`src/rtl/snake_pixel_arbiter.sv`:
```
// Merges a strict-priority GUI pixel stream with a FIFO-buffered game pixel stream
// into one registered VGA write port, clipping off-screen pixels.
module snake_pixel_arbiter #(
  parameter int unsigned FIFO_DEPTH = 8,
  parameter int unsigned ADDR_W     = 3,
  parameter int unsigned X_MAX      = 159,
  parameter int unsigned Y_MAX      = 119
) (
  input  logic              clk,
  input  logic              reset,
  input  logic [7:0]        gui_x,
  input  logic [6:0]        gui_y,
  input  logic [2:0]        gui_colour,
  input  logic              gui_plot,
  input  logic [7:0]        game_x,
  input  logic [6:0]        game_y,
  input  logic [2:0]        game_colour,
  input  logic              game_valid,
  output logic              game_ready,
  input  logic              game_flush,
  output logic [7:0]        x,
  output logic [6:0]        y,
  output logic [2:0]        colour,
  output logic              plot,
  output logic [ADDR_W:0]   fifo_count,
  output logic              clip_err
);

  typedef struct packed {
    logic [7:0] x;
    logic [6:0] y;
    logic [2:0] colour;
  } pixel_t;

  localparam logic [ADDR_W:0]   CountFull = (ADDR_W + 1)'(FIFO_DEPTH);
  localparam logic [ADDR_W:0]   CountOne  = (ADDR_W + 1)'(1);
  localparam logic [ADDR_W-1:0] PtrOne    = ADDR_W'(1);
  localparam logic [7:0]        XLim      = 8'(X_MAX);
  localparam logic [6:0]        YLim      = 7'(Y_MAX);

  pixel_t              mem [FIFO_DEPTH];
  logic [ADDR_W-1:0]   wptr_q, wptr_d;
  logic [ADDR_W-1:0]   rptr_q, rptr_d;
  logic [ADDR_W:0]     count_q, count_d;

  pixel_t              out_q, out_d;
  logic                plot_q, plot_d;
  logic                clip_q, clip_d;

  logic                push;
  logic                pop;
  logic                sel_valid;
  logic                sel_clip;
  pixel_t              sel;
  pixel_t              head;
  pixel_t              wr_pixel;

  // Ready depends on the registered count only, so a same-cycle pop never raises it.
  assign game_ready = (count_q != CountFull);
  assign push       = game_valid & game_ready & ~game_flush;
  assign pop        = ~gui_plot & (count_q != '0) & ~game_flush;

  assign head     = mem[rptr_q];
  assign wr_pixel = '{x: game_x, y: game_y, colour: game_colour};

  always_ff @(posedge clk) begin
    if (push) begin
      mem[wptr_q] <= wr_pixel;
    end
  end

  // FIFO pointer and occupancy next-state; flush discards the push and pop of its cycle.
  always_comb begin
    wptr_d  = wptr_q;
    rptr_d  = rptr_q;
    count_d = count_q;
    if (game_flush) begin
      wptr_d  = '0;
      rptr_d  = '0;
      count_d = '0;
    end else begin
      if (push) begin
        wptr_d = wptr_q + PtrOne;
      end
      if (pop) begin
        rptr_d = rptr_q + PtrOne;
      end
      case ({push, pop})
        2'b10:   count_d = count_q + CountOne;
        2'b01:   count_d = count_q - CountOne;
        default: count_d = count_q;
      endcase
    end
  end

  // Arbiter: GUI first, then FIFO head; clipped pixels are consumed but not plotted.
  always_comb begin
    sel       = head;
    sel_valid = 1'b0;
    if (gui_plot) begin
      sel       = '{x: gui_x, y: gui_y, colour: gui_colour};
      sel_valid = 1'b1;
    end else if (pop) begin
      sel       = head;
      sel_valid = 1'b1;
    end
    sel_clip = (sel.x > XLim) || (sel.y > YLim);

    out_d  = out_q;
    plot_d = 1'b0;
    clip_d = clip_q;
    if (sel_valid) begin
      if (sel_clip) begin
        clip_d = 1'b1;
      end else begin
        out_d  = sel;
        plot_d = 1'b1;
      end
    end
  end

  always_ff @(posedge clk or negedge reset) begin
    if (!reset) begin
      wptr_q  <= '0;
      rptr_q  <= '0;
      count_q <= '0;
      out_q   <= '0;
      plot_q  <= 1'b0;
      clip_q  <= 1'b0;
    end else begin
      wptr_q  <= wptr_d;
      rptr_q  <= rptr_d;
      count_q <= count_d;
      out_q   <= out_d;
      plot_q  <= plot_d;
      clip_q  <= clip_d;
    end
  end

  assign x          = out_q.x;
  assign y          = out_q.y;
  assign colour     = out_q.colour;
  assign plot       = plot_q;
  assign fifo_count = count_q;
  assign clip_err   = clip_q;

endmodule
```
`config.mk`:
```
export PLATFORM = sky130hd
export DESIGN_NAME = snake_pixel_arbiter
export DESIGN_NICKNAME = d
export VERILOG_FILES = /design/src/rtl/snake_pixel_arbiter.sv
export SDC_FILE = /design/constraint.sdc
export NUM_CORES = 1
export LEC_CHECK = 0
export CELL_PAD_IN_SITES_DETAIL_PLACEMENT = 0
export CELL_PAD_IN_SITES_GLOBAL_PLACEMENT = 1
export CORE_MARGIN = 3
export CORE_UTILIZATION = 35
export CTS_CLUSTER_SIZE = 8
export DETAILED_ROUTE_END_ITERATION = 10
export GPL_TIMING_DRIVEN = 0
export PLACE_DENSITY = 0.56
export SYNTH_ARGS = -nofsm -noshare
export SYNTH_HDL_FRONTEND = slang
export SYNTH_SLANG_ARGS = --single-unit
```
`constraint.sdc`:
```
create_clock -name clk -period 3.95 [get_ports clk]
set_input_delay 0.395 -clock clk [delete_from_list [all_inputs] [get_ports clk]]
set_output_delay 0.395 -clock clk [all_outputs]
set_load 0.03 [all_outputs]
```
Word-level counts from Yosys, hierarchy flattened
Memory sizes are Yosys's and may differ from the RTL's.
Index checks and enable logic that the tools add are counted.

word-level totals
  bits in registers = 30
  memory bits (writable) = 144
  output and inout bits = 25
  logic and storage cells = 45
  memories = 1

memories
  name  depth  bits a word  read ports  clocked after memory_dff  write ports  RTL line  source
  mem   8      18           1           0                         1            41        pixel_t mem [FIFO_DEPTH];

operators by class
  $add $sub $neg = 4
  order comparisons = 2
  equality and inequality tests = 3
  muxes and demuxes = 13
  bitwise operators = 7
  reductions and logical operators = 7

operators by type and width
  kind                                                  number
  two-way mux 18 bit                                    1
  two-way mux 3 bit                                     4
  > comparator 8 bit (second input constant)            1
  one-hot mux 4 bit (2 select lines)                    1
  > comparator 7 bit (second input constant)            1
  adder 3 x 1 -> 3 bit (second input constant)          2
  two-way mux 1 bit                                     6
  adder 4 x 1 -> 4 bit (second input constant)          1
  bitwise AND 1 bit                                     4
  two-way mux 4 bit                                     1
  inequality test 4 bit (second input constant)         1
  AND reduction 2 bit                                   2
  nonzero test 2 bit                                    2
  nonzero test 4 bit                                    1
  subtractor 4 x 1 -> 4 bit (second input constant)     1
  inverter 1 bit                                        3
  nonzero test 3 bit                                    1
  equality test 2 x 1 -> 1 bit (second input constant)  1
  equality test 2 bit (second input constant)           1
  logical OR 1 bit                                      1

Longest topological paths before layout
  word-level depth = 6
  mapped depth = 12

Least setup slack after synthesis
No wires, ideal clock.

  path type = reg-to-reg
  from = reg count_q[1], in the netlist fifo_count[1]
  to = mem mem[0][0] (netlist name), enable pin
  data arrival time = 3292 ps
  required time = 3504 ps
  path slack = 212 ps
  stages on the path, launching flop included = 6
  buffers on the path = 2
  period minus slack after synthesis = 3738 ps
  path through = dfrtp_1 buf_2 or4b_1 nand2_1 buf_2 nor4b_1

on the way
  word-level cells in the longest chain between the ends = 5

ends and longest elaborated chain
  element                                  RTL line  source
  start, declared                          44        logic [ADDR_W:0] count_q, count_d;
  start signal, assigned                   133       count_q <= count_d;
  inequality test 4 bit                    59        assign game_ready = (count_q != CountFull);
  named net game_ready                     19        output logic game_ready,
  bitwise AND 1 bit (2 in series)          60        assign push = game_valid & game_ready & ~game_flush;
  two-way mux 1 bit                        67        if (push) begin
  two-way mux 1 bit (not written as such)  68        mem[wptr_q] <= wr_pixel;
  end, declared                            41

The timed path passes the listed nets, and every way through them passes these cells.

Final worst setup path
  from = reg count_q[1], in the netlist fifo_count[1]
  to = reg count_q[3], in the netlist fifo_count[3]

on the way
  word-level cells in the longest chain between the ends = 6
  elaborated cells on any way between the ends = 13

ends and longest elaborated chain
  element                                                                     RTL line  source
  inequality test 4 bit / nonzero test 4 bit (equally long branches)          59, 61
  bitwise AND 1 bit, on equally long branches (2 in series)                   60, 61
  equality test 2 x 1 -> 1 bit / equality test 2 bit (equally long branches)  88        case ({push, pop})
  one-hot mux 4 bit (2 select lines)                                          88
  two-way mux 4 bit                                                           77        if (game_flush) begin

Parallel ways exist; a longest one is shown, timed or not.
A chain may end at the register's enable or synchronous reset.

==> flow_summary.toml <==
[setup_path]
worstSetupPathType = "flop to flop"
cp-end-kind = "flop"
critPathArrivalTime_ns = 3.26
cp.required_ns = 4.28
critical-path-slowest-cell = "or4b_1"
critPathMaxStageDelay_ns = 0.56
critPathLaunchType = "flop"
critPathBufInv = 2
path_cells = "buf_2, or4b_1, nand2_1, buf_2, nand2_1, nor2_1, ha_1, a31oi_1, or3_1, o21ai_0, a211oi_1"
crit_family = "simple AND/OR/NAND/NOR gates"
critPathMaxFanout = 10

[layout]
multi_input_area_um2 = 1970
area_growth_pct = 23.8
nets = 552
num_antenna_cells = 0
fillers = 1785
final_layout_size_suffix_gt1_share_pct = 22.9
seq_area_um2 = 5070
stdcell_count = 785

[clock_tree]
cts-root-buf = "clkbuf_16"
cts_resized = 0
worstSkewPairLatency_ns = 0.43
cts_buffer_depth = 2
cts_made_buffers = 17
cts_tree = "built"
holdBufCountCts = 0
h-tree-depth = 4
post-cts-setup-buffers = 0
clkSinkCount = 174
clkTransAtPathRegs_ns = 0.07

[sta]
holdWs_ns = 0.0698
setup_viol = 0
rsz0062_at_grt = "no"
relSlewSlack_pct = 35.9
tightest_slew_ns = 0.962
fmax_mhz = 341
post-route-min-period_ns = 2.93
skew_ns = 0.0127
finalCritPeriodShare_pct = 74.2
finalSetupTns_ns = 0
drv_slew = 0
setup_ws_ns = 1.02
hold_violations = 0

[pwr]
irDropWorstVdd_mv = 0.276
cellPowerDensity_nw_per_um2 = 621
p_leak_nw = 2.99

[flow_run]
cap_violations = 0

[die]
initial_utilization_pct = 36.1
die_x_um = 149
fp.dieH_um = 149
fp-row-count = 51
die_area_um2 = 22200
io-pin-count = 66
fp.coreArea_um2 = 19800

[logic_synthesis]
synth_top_family_by_area = "multiplexers"
synth-seq-cells = 174
synthXorXnorAreaFrac_pct = 0.858
synthAdderAreaFrac_pct = 0.701
yosysWarnings = 0
synth_cell_types = 44
syn-cell-area_um2 = 7140
ys_async_sr_fraction_pct = 17.2
yosysTopAreaCell = "edfxtp_1"
synth_nets = 456
synth_compound_area_share_pct = 5.34
synthSimpleGateAreaFrac_pct = 4.48
synth_top_flop_cell = "edfxtp_1"
synth.area.mux_share_pct = 15.6
ys_seq_area_share_pct = 71.0
synth_top_area_share_pct = 60.5
synth.area.top_cells = "edfxtp_1, dfrtp_1, mux4_2, mux2i_1, mux2_2"
synth_cells = 411
syn_avg_cell_area_um2 = 17.4
synth_edf_count = 144

[global_route]
grt_overflow = 0
grt_pass1_vias = 4151
grt_max_degree = 31
grt.total_usage_pct = 16.2
grt_pass1_wl_um = 26200
antenna_found_initial = 0

[route]
routed.top_layer = "met4"
met1_length_um = 8100
wirelength_um = 17000
vias = 3974
drc = 0
wl_per_cell_um = 21.7
vias_per_cell = 5.06
drt-initial-drc-count = 216
dr.pass1.iters = 4
wl_met3_um = 639
final_antenna_net_count = 0
dr_wl_met2_um = 8160

[placement]
dpl.cell_count = 753
io_buffers = 64
pre_cts_ws_ns = 1.02
dp_hpwl_um = 11500
place_congestion = 0.738

[min_path]
holdCritPathClass = "primary input to asynchronous set/reset pin"

[status]
outcome = "finished, final reports clean"
[through the flow]
step | instance area (um^2) | total power, mW | util [%]
2_1_floorplan | 7140 | 3.40 | -
6_report | 8850 | 5.50 | 44.7
5_1_grt | 8850 | 5.76 | 44.7
3_5_place_dp | 8280 | 3.98 | 41.9
4_1_cts | 8850 | 5.57 | 44.7
3_3_place_gp | 8120 | 3.95 | 41.0
[layout by cell type, fill, tap and decap left out, types with 3 or more instances in the layout]
cell	count
buf_2	7
a31oi_1	4
inv_8	3
edfxtp_1	144
ha_1	4
inv_1	3
mux2_4	11
nor2_1	17
buf_6	9
clkdlybuf4s50_1	63
clkbuf_1	11
xnor2_1	4
mux2i_1	26
buf_4	8
o22ai_1	7
o21ai_0	15
clkbuf_16	17
nor3_2	3
xor2_1	3
a22o_1	7
mux2_2	16
o31ai_1	5
nand2_1	28
clkinvlp_4	5
a21oi_1	8
or3_1	4
mux4_2	22
dfrtp_1	30
[layer usage]
metal  track usage (%)  vias up
met5                 0        -
met4              4.26        0
met3              3.62       10
met2              25.1       78
met1              23.4     2073
li1                  -     1813
[final timing paths]
kind / slack (ns) / startpoint / depth (start not counted) / to
max: 1.02 / fifo_count[1] / 11 / fifo_count[3]
min: 0.07 / reset / 1 / y[4]
max reg2reg: 1.02 / fifo_count[1] / 11 / fifo_count[3]
min reg2reg: 0.48 / clip_err / 1 / clip_err
max in group asynchronous: 3.34 / reset / 1 / wptr_q[1]
min in group clk: 0.48 / clip_err / 1 / clip_err
[registers in the layout, indices dropped and copies added, names as in the netlist]
name        count
mem           144
x               8
y               7
fifo_count      4
colour          3
rptr_q          3
wptr_q          3
clip_err        1
plot            1
[synth_stat cells (2+ instances only)]
library cell,count
edfxtp_1,144
dfrtp_1,30
nand2_1,28
mux2i_1,26
mux4_2,22
nor2_1,20
mux2_2,16
o21ai_0,15
mux2_4,11
clkbuf_1,9
a21oi_1,8
a22o_1,7
o22ai_1,7
buf_2,6
buf_6,5
nor3_1,5
o31ai_1,5
a31oi_1,4
ha_1,4
or3_1,4
xnor2_1,4
inv_1,3
xor2_1,3
a211oi_1,2
and2_1,2
nor4_1,2
o21a_1,2
[logic make-up (layout without fill, tap and decap cells)]
family,Yosys count,count (layout)
muxes,76,76
xor gates and xnor gates,7,7
and+or+nand+nor,69,69
AOI/OAI and AO/OA,56,56
adders and majority gates,4,4
buffers and inverters,25,134
DFF,174,174
[final cells by class]
class	instances	area share [%]
repair buffers	77	8.63
plain buffers	22	1.49
multi-input cells	212	22.3
inverters	3	0.127
flip-flops and latches	174	57.4
clock inverters	13	1.47
well taps	265	3.75
clock buffers	19	4.89
[report_power, final]
group / switching (mW) / leakage, nW / internal [mW] / total, mW
sequential: 0.102 / 1.67 / 2.15 / 2.25
combinational: 0.859 / 1.06 / 0.804 / 1.66
clock: 0.750 / 0.258 / 0.832 / 1.58
total: 1.71 / 2.99 / 3.78 / 5.50
Note: power is estimated with default switching activity, not from simulation.
